## config.mk

```make
export PLATFORM = sky130hd
export DESIGN_NAME = riscv_fetch_stage
export DESIGN_NICKNAME = d
export VERILOG_FILES = /design/src/rtl/riscv_pkg.sv /design/src/rtl/riscv_if_id_reg.sv /design/src/rtl/riscv_fetch_stage.sv
export SDC_FILE = /design/constraint.sdc
export NUM_CORES = 1
export LEC_CHECK = 0
export CAP_MARGIN = 20
export CORE_MARGIN = 2
export CORE_UTILIZATION = 47
export CTS_BUF_LIST = sky130_fd_sc_hd__clkbuf_8
export DETAILED_ROUTE_END_ITERATION = 6
export DONT_BUFFER_PORTS = 1
export GPL_TIMING_DRIVEN = 1
export PLACE_DENSITY_LB_ADDON = 0.3
export SLEW_MARGIN = 5
export SYNTH_ARGS = -nofsm -noshare
export SYNTH_HDL_FRONTEND = slang
export SYNTH_SLANG_ARGS = --single-unit
```

## constraint.sdc

```tcl
create_clock -name clk -period 7.6 [get_ports clk]
set_clock_uncertainty 0.05 [all_clocks]
set_input_delay 0.38 -clock clk [delete_from_list [all_inputs] [get_ports clk]]
set_output_delay 0.38 -clock clk [all_outputs]
set_load 0.01 [all_outputs]
```

## src/rtl/riscv_pkg.sv

```systemverilog
// Shared types and constants for the RISC-V core front end.
package riscv_pkg;

    localparam int unsigned XLEN      = 32;
    localparam int unsigned INSTR_W   = 32;
    localparam logic [INSTR_W-1:0] NOP_INSTR = 32'h0000_0013;
    localparam logic [XLEN-1:0]    PC_STEP   = 32'd4;

    // Fetch sequencer states.
    typedef enum logic [1:0] {
        S_FETCH = 2'd0,
        S_SKID  = 2'd1,
        S_DROP  = 2'd2
    } fetch_state_e;

    // Next-PC source selection.
    typedef enum logic [1:0] {
        PC_HOLD  = 2'd0,
        PC_INC   = 2'd1,
        PC_REDIR = 2'd2
    } pc_sel_e;

    // Next request-address source selection.
    typedef enum logic [1:0] {
        RA_HOLD  = 2'd0,
        RA_INC   = 2'd1,
        RA_REDIR = 2'd2,
        RA_PC    = 2'd3
    } req_sel_e;

    // Instruction word together with the address it was fetched from.
    typedef struct packed {
        logic [INSTR_W-1:0] instr;
        logic [XLEN-1:0]    pc;
    } fetch_pkt_t;

    // Clear the byte-offset bits so a redirect target is always word aligned.
    function automatic logic [XLEN-1:0] word_align(input logic [XLEN-1:0] addr);
        return {addr[XLEN-1:2], 2'b00};
    endfunction

endpackage

```

## src/rtl/riscv_if_id_reg.sv

```systemverilog
// IF/ID pipeline register: valid bit, instruction, PC and precomputed PC+4.
module riscv_if_id_reg
    import riscv_pkg::*;
#(
    parameter logic [XLEN-1:0] RESET_PC = 32'h0000_0000
) (
    input  logic               clk,
    input  logic               rst,
    input  logic               i_load,
    input  logic               i_clear,
    input  logic               i_valid,
    input  fetch_pkt_t         i_pkt,
    output logic               o_valid,
    output logic [INSTR_W-1:0] o_instr,
    output logic [XLEN-1:0]    o_pc,
    output logic [XLEN-1:0]    o_pc_plus4
);

    logic               r_valid;
    logic [INSTR_W-1:0] r_instr;
    logic [XLEN-1:0]    r_pc;
    logic [XLEN-1:0]    r_pc_plus4;
    logic [XLEN-1:0]    w_pc_plus4_d;

    // PC+4 is computed on entry so decode sees it as a plain register output.
    assign w_pc_plus4_d = i_pkt.pc + PC_STEP;

    // Clear only drops the valid bit; payload keeps its last value.
    always_ff @(posedge clk or posedge rst) begin
        if (rst) begin
            r_valid    <= 1'b0;
            r_instr    <= NOP_INSTR;
            r_pc       <= RESET_PC;
            r_pc_plus4 <= RESET_PC + PC_STEP;
        end else if (i_clear) begin
            r_valid    <= 1'b0;
        end else if (i_load) begin
            r_valid    <= i_valid;
            r_instr    <= i_pkt.instr;
            r_pc       <= i_pkt.pc;
            r_pc_plus4 <= w_pc_plus4_d;
        end
    end

    assign o_valid    = r_valid;
    assign o_instr    = r_instr;
    assign o_pc       = r_pc;
    assign o_pc_plus4 = r_pc_plus4;

endmodule

```

## src/rtl/riscv_fetch_stage.sv

```systemverilog
// Instruction-fetch stage: PC ownership, variable-latency imem port, skid buffer,
// redirect handling with wrong-path drop, and the IF/ID register.
module riscv_fetch_stage
    import riscv_pkg::*;
#(
    parameter logic [31:0] RESET_PC = 32'h0000_0000
) (
    input  logic        clk,
    input  logic        rst,
    output logic        imem_req,
    output logic [31:0] imem_addr,
    input  logic        imem_ack,
    input  logic [31:0] imem_rdata,
    input  logic        redirect,
    input  logic [31:0] redirect_pc,
    input  logic        stall,
    output logic        id_valid,
    output logic [31:0] id_instr,
    output logic [31:0] id_pc,
    output logic [31:0] id_pc_plus4
);

    fetch_state_e r_state;
    fetch_state_e w_state_next;

    logic [XLEN-1:0] r_pc;
    logic [XLEN-1:0] r_req_addr;
    fetch_pkt_t      r_skid;
    logic            r_skid_valid;

    logic            w_imem_req;
    logic            w_ack;
    logic [XLEN-1:0] w_pc_inc;
    logic [XLEN-1:0] w_redir_pc;

    pc_sel_e         w_pc_sel;
    req_sel_e        w_req_sel;
    logic            w_id_load;
    logic            w_id_clear;
    logic            w_id_from_skid;
    logic            w_skid_load;
    logic            w_skid_clear;

    fetch_pkt_t      w_id_pkt;
    logic            w_id_valid_d;

    assign w_pc_inc   = r_pc + PC_STEP;
    assign w_redir_pc = word_align(redirect_pc);

    // Request is live in FETCH/DROP only, and never while reset is held.
    assign w_imem_req = !rst && ((r_state == S_FETCH) || (r_state == S_DROP));

    // An ack only counts against a live request.
    assign w_ack = imem_ack && w_imem_req;

    // State register.
    always_ff @(posedge clk or posedge rst) begin
        if (rst) begin
            r_state <= S_FETCH;
        end else begin
            r_state <= w_state_next;
        end
    end

    // Next-state logic; redirect takes priority over stall and ack data.
    always_comb begin
        w_state_next = r_state;
        case (r_state)
            S_FETCH: begin
                if (redirect) begin
                    w_state_next = w_ack ? S_FETCH : S_DROP;
                end else if (w_ack && id_valid && stall) begin
                    w_state_next = S_SKID;
                end
            end
            S_SKID: begin
                if (redirect || !stall) begin
                    w_state_next = S_FETCH;
                end
            end
            S_DROP: begin
                if (w_ack) begin
                    w_state_next = S_FETCH;
                end
            end
            default: w_state_next = S_FETCH;
        endcase
    end

    // Datapath control decode for the current state and inputs.
    always_comb begin
        w_pc_sel       = PC_HOLD;
        w_req_sel      = RA_HOLD;
        w_id_load      = 1'b0;
        w_id_clear     = 1'b0;
        w_id_from_skid = 1'b0;
        w_skid_load    = 1'b0;
        w_skid_clear   = 1'b0;

        if (redirect) begin
            w_pc_sel     = PC_REDIR;
            w_id_clear   = 1'b1;
            w_skid_clear = 1'b1;
            case (r_state)
                S_FETCH: if (w_ack) w_req_sel = RA_REDIR;
                S_SKID:  w_req_sel = RA_REDIR;
                S_DROP:  if (w_ack) w_req_sel = RA_REDIR;
                default: w_req_sel = RA_HOLD;
            endcase
        end else begin
            case (r_state)
                S_FETCH: begin
                    if (w_ack) begin
                        w_pc_sel  = PC_INC;
                        w_req_sel = RA_INC;
                        if (!id_valid || !stall) begin
                            w_id_load = 1'b1;
                        end else begin
                            w_skid_load = 1'b1;
                        end
                    end
                end
                S_SKID: begin
                    if (!stall) begin
                        w_id_load      = 1'b1;
                        w_id_from_skid = 1'b1;
                        w_skid_clear   = 1'b1;
                    end
                end
                S_DROP: begin
                    // Wrong-path data is discarded; re-aim the port at the current PC.
                    if (w_ack) begin
                        w_req_sel = RA_PC;
                    end
                end
                default: w_pc_sel = PC_HOLD;
            endcase
        end
    end

    // PC, request address and skid buffer registers.
    always_ff @(posedge clk or posedge rst) begin
        if (rst) begin
            r_pc         <= RESET_PC;
            r_req_addr   <= RESET_PC;
            r_skid       <= '{instr: NOP_INSTR, pc: RESET_PC};
            r_skid_valid <= 1'b0;
        end else begin
            case (w_pc_sel)
                PC_INC:   r_pc <= w_pc_inc;
                PC_REDIR: r_pc <= w_redir_pc;
                default:  r_pc <= r_pc;
            endcase

            case (w_req_sel)
                RA_INC:   r_req_addr <= w_pc_inc;
                RA_REDIR: r_req_addr <= w_redir_pc;
                RA_PC:    r_req_addr <= r_pc;
                default:  r_req_addr <= r_req_addr;
            endcase

            if (w_skid_load) begin
                r_skid       <= '{instr: imem_rdata, pc: r_pc};
                r_skid_valid <= 1'b1;
            end else if (w_skid_clear) begin
                r_skid_valid <= 1'b0;
            end
        end
    end

    // IF/ID input comes from the skid buffer when draining it, else from memory.
    always_comb begin
        w_id_pkt     = '{instr: imem_rdata, pc: r_pc};
        w_id_valid_d = 1'b1;
        if (w_id_from_skid) begin
            w_id_pkt     = r_skid;
            w_id_valid_d = r_skid_valid;
        end
    end

    riscv_if_id_reg #(
        .RESET_PC (RESET_PC)
    ) u_if_id (
        .clk        (clk),
        .rst        (rst),
        .i_load     (w_id_load),
        .i_clear    (w_id_clear),
        .i_valid    (w_id_valid_d),
        .i_pkt      (w_id_pkt),
        .o_valid    (id_valid),
        .o_instr    (id_instr),
        .o_pc       (id_pc),
        .o_pc_plus4 (id_pc_plus4)
    );

    assign imem_req  = w_imem_req;
    assign imem_addr = r_req_addr;

endmodule

```

# Word level (Yosys, flattened, before mapping)
# Index checks and enable logic that the tools add are counted.
# classes
bitwise_logic	1
n_reduce_logical	18
n_mux	35
eq_ne	10
n_addsub	2
# op_table
op	n
case mux 32 bit (3 select lines)	1
adder 32 x 3 -> 32 bit, second input constant	2
2-to-1 mux 64 bit	1
case mux 32 bit (2 select lines)	1
2-to-1 mux 1 bit	19
2-to-1 mux 2 bit	9
== test 2 bit, second input constant	4
case mux 2 bit (2 select lines)	2
== test 2 x 1 -> 1 bit, second input constant	3
case mux 2 bit (3 select lines)	1
nonzero test 2 bit	3
logical AND 1 bit	4
!= test 2 bit, second input constant	2
logical NOT 1 bit	3
logical OR 1 bit	3
!= test 3 x 2 -> 1 bit, second input constant	1
AND reduction 3 bit	1
nonzero test 3 bit	1
logical NOT 2 bit	1
case mux 1 bit (2 select lines)	1
AND reduction 2 bit	1
OR reduction 2 bit	1
inverter 1 bit	1
# word_totals
output_inout_bits	130
reg_bits	228

# Longest topological paths before layout
# Gate-level depths: netlist of the first run.
# logic_depth
ltp_word	9
depth_mapped	13
ltp_nobuf	9

# Modules after synthesis
# From an unflattened synthesis of the first run, not the netlist that was laid out.
# hier_totals
hier_cells	1238
hier_area_um2	11656.2
# by_module_without_submodules
module	cells_each	instances	area_per_inst_um2	seq_area_each_um2
riscv_fetch_stage	771	1	7541.0	3156.8
riscv_if_id_reg	467	1	4115.2	2382.3

# Worst setup path after synthesis of the first run
# Ideal clock, no wire load.
# synth_path
kind	in2reg
startpoint	in redirect
endpoint	reg u_if_id.r_pc_plus4[24] (netlist: u_if_id.o_pc_plus4[24])
path_buffers	4
setup_time_ns	0.095
t_arrival_ns	3.167
t_required_ns	7.455
cell_stages	13
slack_ns	4.288
path_cell_list	buf_6 -> nor4b_2 -> buf_2 -> buf_2 -> buf_1 -> nand2_1 -> nand2_1 -> ha_1 -> nand4_1 -> nor4_4 -> o221ai_2 -> o31a_1 -> o31ai_1
# synth_rtl
item	line	rtl
start, declared	riscv_fetch_stage.sv:14	input logic redirect,
end signal, assigned	riscv_if_id_reg.sv:34	r_pc_plus4 <= RESET_PC + PC_STEP;
end signal, assigned	riscv_if_id_reg.sv:41	r_pc_plus4 <= w_pc_plus4_d;
end, declared	riscv_if_id_reg.sv:22	logic [XLEN-1:0] r_pc_plus4;

==> results.sh, run 1 <==
export IMPL_status="finished, final reports clean"
export IMPL_regToRegSetupSlack_ns=3.58
export IMPL_antenna_found_initial=2
export IMPL_overflow=0
export IMPL_drt_pass1_iterations=5
export IMPL_cp_num_cells=10
export IMPL_io_pins=199
export IMPL_syn_area_per_cell_um2=9.398
export IMPL_rsz0062_at_grt="no"
export IMPL_finalCriticalPeriod_ns=4.015
export IMPL_r2r_end="u_if_id.o_pc_plus4[24]"
export IMPL_globalplace_congestion=0.8385
export IMPL_p_per_area_mw_per_mm2=248.6
export IMPL_cts_buffers=39
export IMPL_drt_iter0_markers=871
export IMPL_gr_usage_all_layers_pct=24.63
export IMPL_port_buffers=0
export IMPL_worstRegToRegCells=10
export IMPL_hold_viol=0
export IMPL_start_util_pct=47.79
export IMPL_place_ws_ns=3.686
export IMPL_root_buffer="clkbuf_8"
export IMPL_hold_worst_slack_ns=0.02931
export IMPL_routed_wl_um=31190
export IMPL_grt_max_degree=146
export IMPL_via_count=9190
export IMPL_power_leakage_nw=5.476
export IMPL_start_kind="flip-flop"
export IMPL_clkTransAtPathRegs_ns=0.06
export IMPL_dpl_hpwl_um=19770
export IMPL_crit_chain="nor4b_4 -> buf_4 -> nand2_1 -> nand2_1 -> ha_1 -> nand4_1 -> nor4_2 -> o221ai_2 -> o31a_1 -> o31ai_1"
export IMPL_num_rows=56
export IMPL_crit_path_start="r_state[0]"
export IMPL_synth_seq_area_share_pct=49.08
export IMPL_synthesis_instances=1190
export IMPL_final_core_util_pct=54.88
export IMPL_cpMostUsedCell="nand2_1"
export IMPL_critPathBufInv=1
export IMPL_syn_cell_area_mm2=0.01118
export IMPL_synth_seq_cells=219
export IMPL_htreeDepth=2
export IMPL_netlist_cell_type_count=59
export IMPL_dieHeight_um=158.3
export IMPL_synth_warnings=0
export IMPL_cts_setup_buffers=0
export IMPL_crit_arrival_ns=4.40
export IMPL_syn_to_final_growth_pct=14.84
export IMPL_vdd_drop_max_mv=0.1274
export IMPL_critPathKind="flip-flop to flip-flop"
export IMPL_wl_per_cell_um=19.98
export IMPL_hp_class="input port to flip-flop"
export IMPL_required_ns=7.99
export IMPL_drv_slew=0
export IMPL_cp_end_kind="flip-flop"
export IMPL_layout_nets=1282
export IMPL_clock_path_buffers=3
export IMPL_clock_sinks=219
export IMPL_fin_tns_setup_ns=0
export IMPL_finalCritPeriodShare_pct=52.83
export IMPL_final_common_cell="dfrtp_1"
export IMPL_vias_per_cell=5.887
export IMPL_layout_setup_ws_ns=3.585
export IMPL_cts_resized=0
export IMPL_crit_end="u_if_id.o_pc_plus4[24]"
export IMPL_ant_nets=0
export IMPL_insertion_delay_ns=0.54
export IMPL_drive_gt1_share_pct=13.15
export IMPL_synth_edf_count=0
export IMPL_async_flop_share_pct=100.0
export IMPL_grt_pass1_vias=8823
export IMPL_tightest_slew_ns=1.076
export IMPL_ys_flop_type="dfrtp_1"
export IMPL_cts_tree="done"
export IMPL_setup_viol=0
export IMPL_cap_viol_max_count=0
export IMPL_cp_slowest_cell="dfrtp_1"
export IMPL_die_x_um=158.3
export IMPL_cp_max_fo=75
export IMPL_fp_coreArea_mm2=0.02340
export IMPL_min_from="redirect_pc[21]"
export IMPL_layout_common_cells="dfrtp_1 (212), nand2_1 (211), o21ai_0 (102)"
export IMPL_die_area_mm2=0.02504
export IMPL_grt_pass1_wl_um=48580
export IMPL_cp_slowest_stage_delay_ns=0.71
export IMPL_drc=0
export IMPL_fmax_ghz=0.2491
export IMPL_hold_buffers=66
export IMPL_r2r_start="r_state[0]"
export IMPL_crit_family="simple AND/OR/NAND/NOR gates"
export IMPL_n_fill_cell=2116
export IMPL_relSlewSlack_pct=28.01
## metal layers
metal	global-route usage [%]	share of wire [%]	vias to the layer above
met1	35.80	45	4468
met3	7.730	9.5	47
li1	-	-	4315
met2	35.82	43	360
met4	6.178	1.8	0
met5	0	0	-
## registers in the layout (all words and copies together) (netlist names)
signal / flops
r_state: 2
r_pc: 30
u_if_id.o_instr: 32
u_if_id.o_pc: 30
u_if_id.o_valid: 1
imem_addr: 31
r_skid: 62
r_skid_valid: 1
u_if_id.o_pc_plus4: 30
## worst min path at each step
stage	end	depth (start not counted)
6_report	imem_addr[21]	2
5_1_grt	imem_addr[21]	2
4_1_cts	imem_addr[21]	2
3_5_place_dp	u_if_id.o_valid	1
3_3_place_gp	u_if_id.o_valid	1
2_1_floorplan	u_if_id.o_instr[0]	2
## through the flow
stage | power (W) | area, um^2 | std cells
floorplan | 0.001890 | 11190 | 1193
global placement | 0.002005 | 11280 | 1421
detailed placement | 0.002022 | 11280 | 1421
CTS | 0.003220 | 12780 | 1557
global route | 0.003365 | 12840 | 1561
finish | 0.003192 | 12840 | 1561
## synth_stat cells, types with 12 or more instances
master / count / area, um^2
clkbuf_1: 68 / 255.2
nor2_1: 91 / 341.6
mux2i_1: 26 / 260.3
o21ai_0: 102 / 510.5
xnor2_1: 29 / 254.0
and3_1: 12 / 75.07
nand3_1: 29 / 145.1
xor2_1: 24 / 210.2
a31oi_1: 51 / 319.1
nor4_1: 21 / 131.4
buf_2: 16 / 80.08
mux2_2: 63 / 709.4
nor3_1: 27 / 135.1
a21oi_1: 26 / 130.1
dfrtp_1: 212 / 5305
nand2_1: 211 / 792.0
nand4_1: 19 / 118.9
## logic make-up after synthesis
group                    Yosys count  synth area share (%)
multiplexers                      89                 8.671
AND/OR/NAND/NOR                  453                 18.98
buffers and inverters            110                 4.173
AO/OA/AOI/OAI                    263                 14.69
adder cells (fa/ha/maj)            2                0.2237
other                              1               0.03353
XOR/XNOR                          53                 4.151
flip-flops                       219                 49.08
## cell type report
| type | count | area (um^2) | share of cell area [%] |
|---|---|---|---|
| repair buffers | 79 | 808.3 | 6.294 |
| multi-input cells | 864 | 5274 | 41.07 |
| clock inverters | 17 | 100.1 | 0.7794 |
| diodes | 2 | 5.005 | 0.03897 |
| flip-flops and latches | 219 | 5489 | 42.74 |
| clock buffers | 53 | 729.5 | 5.680 |
| well taps | 319 | 399.1 | 3.108 |
| inverters | 8 | 37.54 | 0.2923 |
## where the power goes
| group | internal (W) | switching (W) | total, W |
|---|---|---|---|
| sequential | 0.00137 | 0.000285 | 0.00166 |
| clock | 0.000655 | 0.000493 | 0.00115 |
| combinational | 0.000177 | 0.000208 | 0.000385 |
| total | 0.00221 | 0.000987 | 0.00319 |
(Power assumes the default switching activity.)
==> run 2, diff against run 1 <==
==> constraint.sdc (replaced) <==
create_clock -name clk -period 3.66 [get_ports clk]
set_clock_uncertainty 0.05 [all_clocks]
set_input_delay 0.183 -clock clk [delete_from_list [all_inputs] [get_ports clk]]
set_output_delay 0.183 -clock clk [all_outputs]
set_load 0.01 [all_outputs]
==> results.sh, run 2 (synthesized netlist as in run 1, its figures left out) <==
export IMPL_overflow=0
export IMPL_hold_viol=0
export IMPL_internal_power_w=0.004417
export IMPL_vdd_drop_max_mv=0.3154
export IMPL_cts_setup_buffers=0
export IMPL_layout_setup_ws_ns=0.4441
export IMPL_clock_path_buffers=3
export IMPL_final_core_util_pct=57.24
export IMPL_n_fill_cell=2045
export IMPL_fp_coreArea_mm2=0.02340
export IMPL_wl_per_cell_um=19.74
export IMPL_place_ws_ns=0.7511
export IMPL_cts_tree="done"
export IMPL_tightest_slew_ns=1.078
export IMPL_clock_sinks=219
export IMPL_io_pins=199
export IMPL_fin_tns_setup_ns=0
export IMPL_grt_pass1_wl_um=49370
export IMPL_layout_nets=1349
export IMPL_rsz0062_at_grt="no"
export IMPL_die_x_um=158.3
export IMPL_place_area_mm2=0.01148
export IMPL_clkTransAtPathRegs_ns=0.07
export IMPL_drive_gt1_share_pct=13.58
export IMPL_drc=8
export IMPL_cap_viol_max_count=0
export IMPL_fmax_ghz=0.3110
export IMPL_largest_reg_flops=62
export IMPL_final_common_cell="dfrtp_1"
export IMPL_cts_resized=0
export IMPL_cp_max_fo=13
export IMPL_cp_end_kind="flip-flop"
export IMPL_p_switching_w=0.002063
export IMPL_layout_common_cells="dfrtp_1 (212), nand2_1 (211), dlygate4sd3_1 (116)"
export IMPL_status="complete, but fails checks"
export IMPL_syn_to_final_growth_pct=19.79
export IMPL_cts_buffers=37
export IMPL_drv_slew=0
export IMPL_hp_class="input port to flip-flop"
export IMPL_clkPwrFrac_pct=33.1
export IMPL_die_area_mm2=0.02504
export IMPL_critPathKind="flip-flop to flip-flop"
export IMPL_dieHeight_um=158.3
export IMPL_num_rows=56
export IMPL_antenna_found_initial=1
export IMPL_grt_pass1_vias=9104
export IMPL_setup_viol=0
export IMPL_insertion_delay_ns=0.55
export IMPL_multiInputGateArea_mm2=0.005268
export IMPL_start_util_pct=47.79
export IMPL_regArea_mm2=0.005489
export IMPL_ant_nets=0
export IMPL_htreeDepth=2
export IMPL_gr_usage_all_layers_pct=25.12
export IMPL_finalCritPeriodShare_pct=87.87
export IMPL_port_buffers=0
export IMPL_routed_wl_um=32040
export IMPL_p_per_area_mw_per_mm2=483.7
export IMPL_relSlewSlack_pct=27.84
export IMPL_start_kind="flip-flop"
export IMPL_pwr_share_comb_pct=14.1
export IMPL_required_ns=4.10
export IMPL_hold_worst_slack_ns=0.02056
export IMPL_root_buffer="clkbuf_8"
export IMPL_fin_area_mm2=0.01340
export IMPL_vias_per_cell=5.908
export IMPL_swShare_pct=31.84
export IMPL_finalCriticalPeriod_ns=3.216
export IMPL_drt_pass1_iterations=7
export IMPL_drt_iter0_markers=1015
export IMPL_grt_max_degree=113
export IMPL_globalplace_congestion=0.8693
export IMPL_dpl_hpwl_um=20720
export IMPL_regMostFlops="r_skid"
export IMPL_violations="DRC"
export IMPL_power_leakage_nw=5.698
export IMPL_p_seq_share_pct=52.8
export IMPL_crit_arrival_ns=3.65
export IMPL_via_count=9589
-- run 2: changes by cell type in the layout (fill, tap and decap cells not counted), moves of 2 or more --
cell / delta
dlygate4sd3_1: +51
clkinv_2: +3
clkinvlp_4: +2
buf_12: +4
inv_1: -2
buf_4: +15
clkbuf_8: -7
-- run 2: final cells by class --
type,count,share of cell area (%)
Sequential cell,219,40.97
Multi-Input combinational cell,864,39.32
Timing Repair Buffer,148,11.08
Clock buffer,46,4.726
Tap cell,319,2.979
Clock inverter,18,0.6538
Inverter,8,0.2522
Antenna cell,1,0.01868
-- run 2: metrics by stage --
stage / power [W] / cells
final: 0.006480 / 1623
after global routing: 0.006816 / 1623
after CTS: 0.006521 / 1622
after detailed placement: 0.004229 / 1441
after global placement: 0.004189 / 1441
after floorplan: 0.003925 / 1193
-- run 2: metal layers --
metal | part of all wire, % | vias up | track usage [%]
met4 | 2.9 | 0 | 8.623
met3 | 11 | 81 | 7.186
met1 | 44 | 4578 | 35.67
met2 | 43 | 499 | 36.87
met5 | 0 | - | 0
li1 | - | 4431 | -
-- run 2: what timing repair did --
item	CTS	global route
hold endpoints to repair	342	0
setup endpoints to repair	0	0
hold buffers	117	0
-- run 2: critical path: stages, from the launching register on --
cell and delay (ns):
dfrtp_1 0.41, buf_4 0.21, or4b_2 0.83, nor4_1 0.63, nand2_1 0.15, xor2_1 0.16, o21ai_0 0.15, dlygate4sd3_1 0.56
-- run 2: final timing paths --
| kind | cells after the start | start | to | slack (ns) |
|---|---|---|---|---|
| min | 2 | redirect | r_pc[4] | 0.02 |
| max | 7 | r_state[1] | r_pc[20] | 0.44 |
| min in group asynchronous | 2 | rst | imem_addr[12] | 0.08 |
| min reg2reg | 2 | r_skid[32] | u_if_id.o_instr[0] | 0.43 |
| max in group asynchronous | 3 | rst | u_if_id.o_pc[23] | 2.49 |
| max reg2reg | 7 | r_state[1] | r_pc[20] | 0.44 |
-- run 2: power by group through the flow --
stage	clock network [W]	registers (W)	logic, W
floorplan	0	0.00327	0.000654
global placement	0	0.00345	0.000740
detailed placement	0	0.00346	0.000765
CTS	0.00219	0.00342	0.000905
global route	0.00230	0.00348	0.00103
finish	0.00215	0.00342	0.000914
==> run 3, diff against run 2 <==
==> constraint.sdc (replaced) <==
create_clock -name clk -period 3.9 [get_ports clk]
set_clock_uncertainty 0.05 [all_clocks]
set_input_delay 0.195 -clock clk [delete_from_list [all_inputs] [get_ports clk]]
set_output_delay 0.195 -clock clk [all_outputs]
set_load 0.005 [all_outputs]
==> results.sh, run 3 (synthesized netlist as in run 1, its figures left out) <==
export IMPL_grt_pass1_vias=8875
export IMPL_ant_nets=0
export IMPL_htreeDepth=2
export IMPL_largest_reg_flops=62
export IMPL_swShare_pct=29.43
export IMPL_setup_viol=0
export IMPL_num_rows=56
export IMPL_antenna_found_initial=1
export IMPL_dieHeight_um=158.3
export IMPL_die_area_mm2=0.02504
export IMPL_cp_slowest_cell="or4b_4"
export IMPL_routed_wl_um=31470
export IMPL_layout_nets=1321
export IMPL_rsz0062_at_grt="no"
export IMPL_relSlewSlack_pct=41.46
export IMPL_clock_sinks=219
export IMPL_p_per_area_mw_per_mm2=464.8
export IMPL_port_buffers=0
export IMPL_clkPwrFrac_pct=36.4
export IMPL_syn_to_final_growth_pct=17.90
export IMPL_layout_common_cells="dfrtp_1 (212), nand2_1 (211), o21ai_0 (102)"
export IMPL_final_common_cell="dfrtp_1"
export IMPL_vias_per_cell=5.837
export IMPL_final_core_util_pct=56.34
export IMPL_drv_slew=0
export IMPL_grt_pass1_wl_um=48940
export IMPL_p_seq_share_pct=50.5
export IMPL_drt_pass1_iterations=6
export IMPL_gr_usage_all_layers_pct=24.76
export IMPL_grt_max_degree=116
export IMPL_insertion_delay_ns=0.53
export IMPL_cts_setup_buffers=0
export IMPL_fmax_ghz=0.2920
export IMPL_clkTransAtPathRegs_ns=0.06
export IMPL_io_pins=199
export IMPL_cap_viol_max_count=0
export IMPL_tightest_slew_ns=0.8781
export IMPL_hold_worst_slack_ns=0.02750
export IMPL_cp_max_fo=47
export IMPL_root_buffer="clkbuf_8"
export IMPL_fin_area_mm2=0.01319
export IMPL_globalplace_congestion=0.8753
export IMPL_cts_buffers=38
export IMPL_p_switching_w=0.001804
export IMPL_status="finished, final reports clean"
export IMPL_cts_tree="done"
export IMPL_internal_power_w=0.004325
export IMPL_drive_gt1_share_pct=13.53
export IMPL_overflow=0
export IMPL_power_w=0.006129
export IMPL_via_count=9334
export IMPL_critPathKind="flip-flop to flip-flop"
export IMPL_dpl_hpwl_um=20260
export IMPL_finalCriticalPeriod_ns=3.425
export IMPL_hold_viol=0
export IMPL_pwr_share_comb_pct=13.1
export IMPL_finalCritPeriodShare_pct=87.82
export IMPL_required_ns=4.28
export IMPL_cp_slowest_stage_delay_ns=0.73
export IMPL_power_leakage_nw=5.597
export IMPL_crit_arrival_ns=3.80
export IMPL_hp_class="input port to flip-flop"
export IMPL_start_kind="flip-flop"
export IMPL_cp_end_kind="flip-flop"
export IMPL_wl_per_cell_um=19.68
export IMPL_drt_iter0_markers=905
export IMPL_place_area_mm2=0.01139
export IMPL_vdd_drop_max_mv=0.3011
export IMPL_regMostFlops="r_skid"
export IMPL_die_x_um=158.3
export IMPL_crit_chain="or4b_4 -> buf_4 -> nor4b_2 -> o22ai_1 -> o31a_1 -> o31ai_1"
export IMPL_start_util_pct=47.79
export IMPL_clock_path_buffers=3
export IMPL_drc=0
export IMPL_fin_tns_setup_ns=0
export IMPL_fp_coreArea_mm2=0.02340
-- run 3: cell types whose count changed in the layout (fill, tap and decap cells not counted) --
cell	previous run	this run
inv_6	0	1
inv_8	1	0
clkinv_2	4	5
bufinv_16	0	3
inv_1	18	19
dlygate4sd3_1	116	95
buf_4	26	21
buf_12	5	2
-- run 3: metrics by stage --
step           setup WS [ns]  std cells
6_report              0.4748       1599
5_1_grt               0.2747       1599
4_1_cts               0.5261       1598
3_5_place_dp          0.5715       1433
3_3_place_gp          0.6675       1433
2_1_floorplan         0.5749       1193
-- run 3: power by group through the flow --
stage	logic [W]	registers (W)	clock network [W]
3_5_place_dp	0.000697	0.00314	0
2_1_floorplan	0.000614	0.00294	0
4_1_cts	0.000802	0.00310	0.00228
6_report	0.000803	0.00309	0.00223
5_1_grt	0.000916	0.00315	0.00240
3_3_place_gp	0.000674	0.00313	0
-- run 3: path summary, 6_finish.rpt --
path,depth (start not counted),from,to,slack [ns]
setup reg to reg,6,r_state[0],u_if_id.o_pc_plus4[29],0.47
hold / removal,3,redirect,r_pc[27],0.03
min in group asynchronous,3,rst,r_pc[30],0.38
hold reg to reg,2,u_if_id.o_pc_plus4[2],u_if_id.o_pc_plus4[2],0.43
setup / recovery,6,r_state[0],u_if_id.o_pc_plus4[29],0.47
max in group asynchronous,3,rst,u_if_id.o_instr[21],2.89
-- run 3: metal layers --
layer	vias up	routed length [um]	global-route usage [%]
met5	-	0	0
met4	0	529	6.821
met3	33	3357	7.839
met2	424	13660	36.27
met1	4503	13930	35.45
li1	4374	-	-
-- run 3: repair_timing --
action	4_1_cts	5_1_grt
endpoints found under the hold margin	343	0
hold buffers	96	0
gates resized for setup	0	0
-- run 3: cell type report --
type	instances	area [um^2]
clock inverters	23	183.9
well taps	319	399.1
flip-flops and latches	219	5489
clock buffers	46	633.1
fillers	2083	10220
diodes	1	2.502
multi-input cells	864	5268
repair buffers	119	1176
inverters	8	33.78
-- run 3: critical path, delay by kind of cell (launching register included) --
family                 cells  cell delay [ns]
AOI/OAI and AO/OA          3             0.88
buffers and inverters      1             0.40
DFF                        1             0.72
and+or+nand+nor            2             1.24
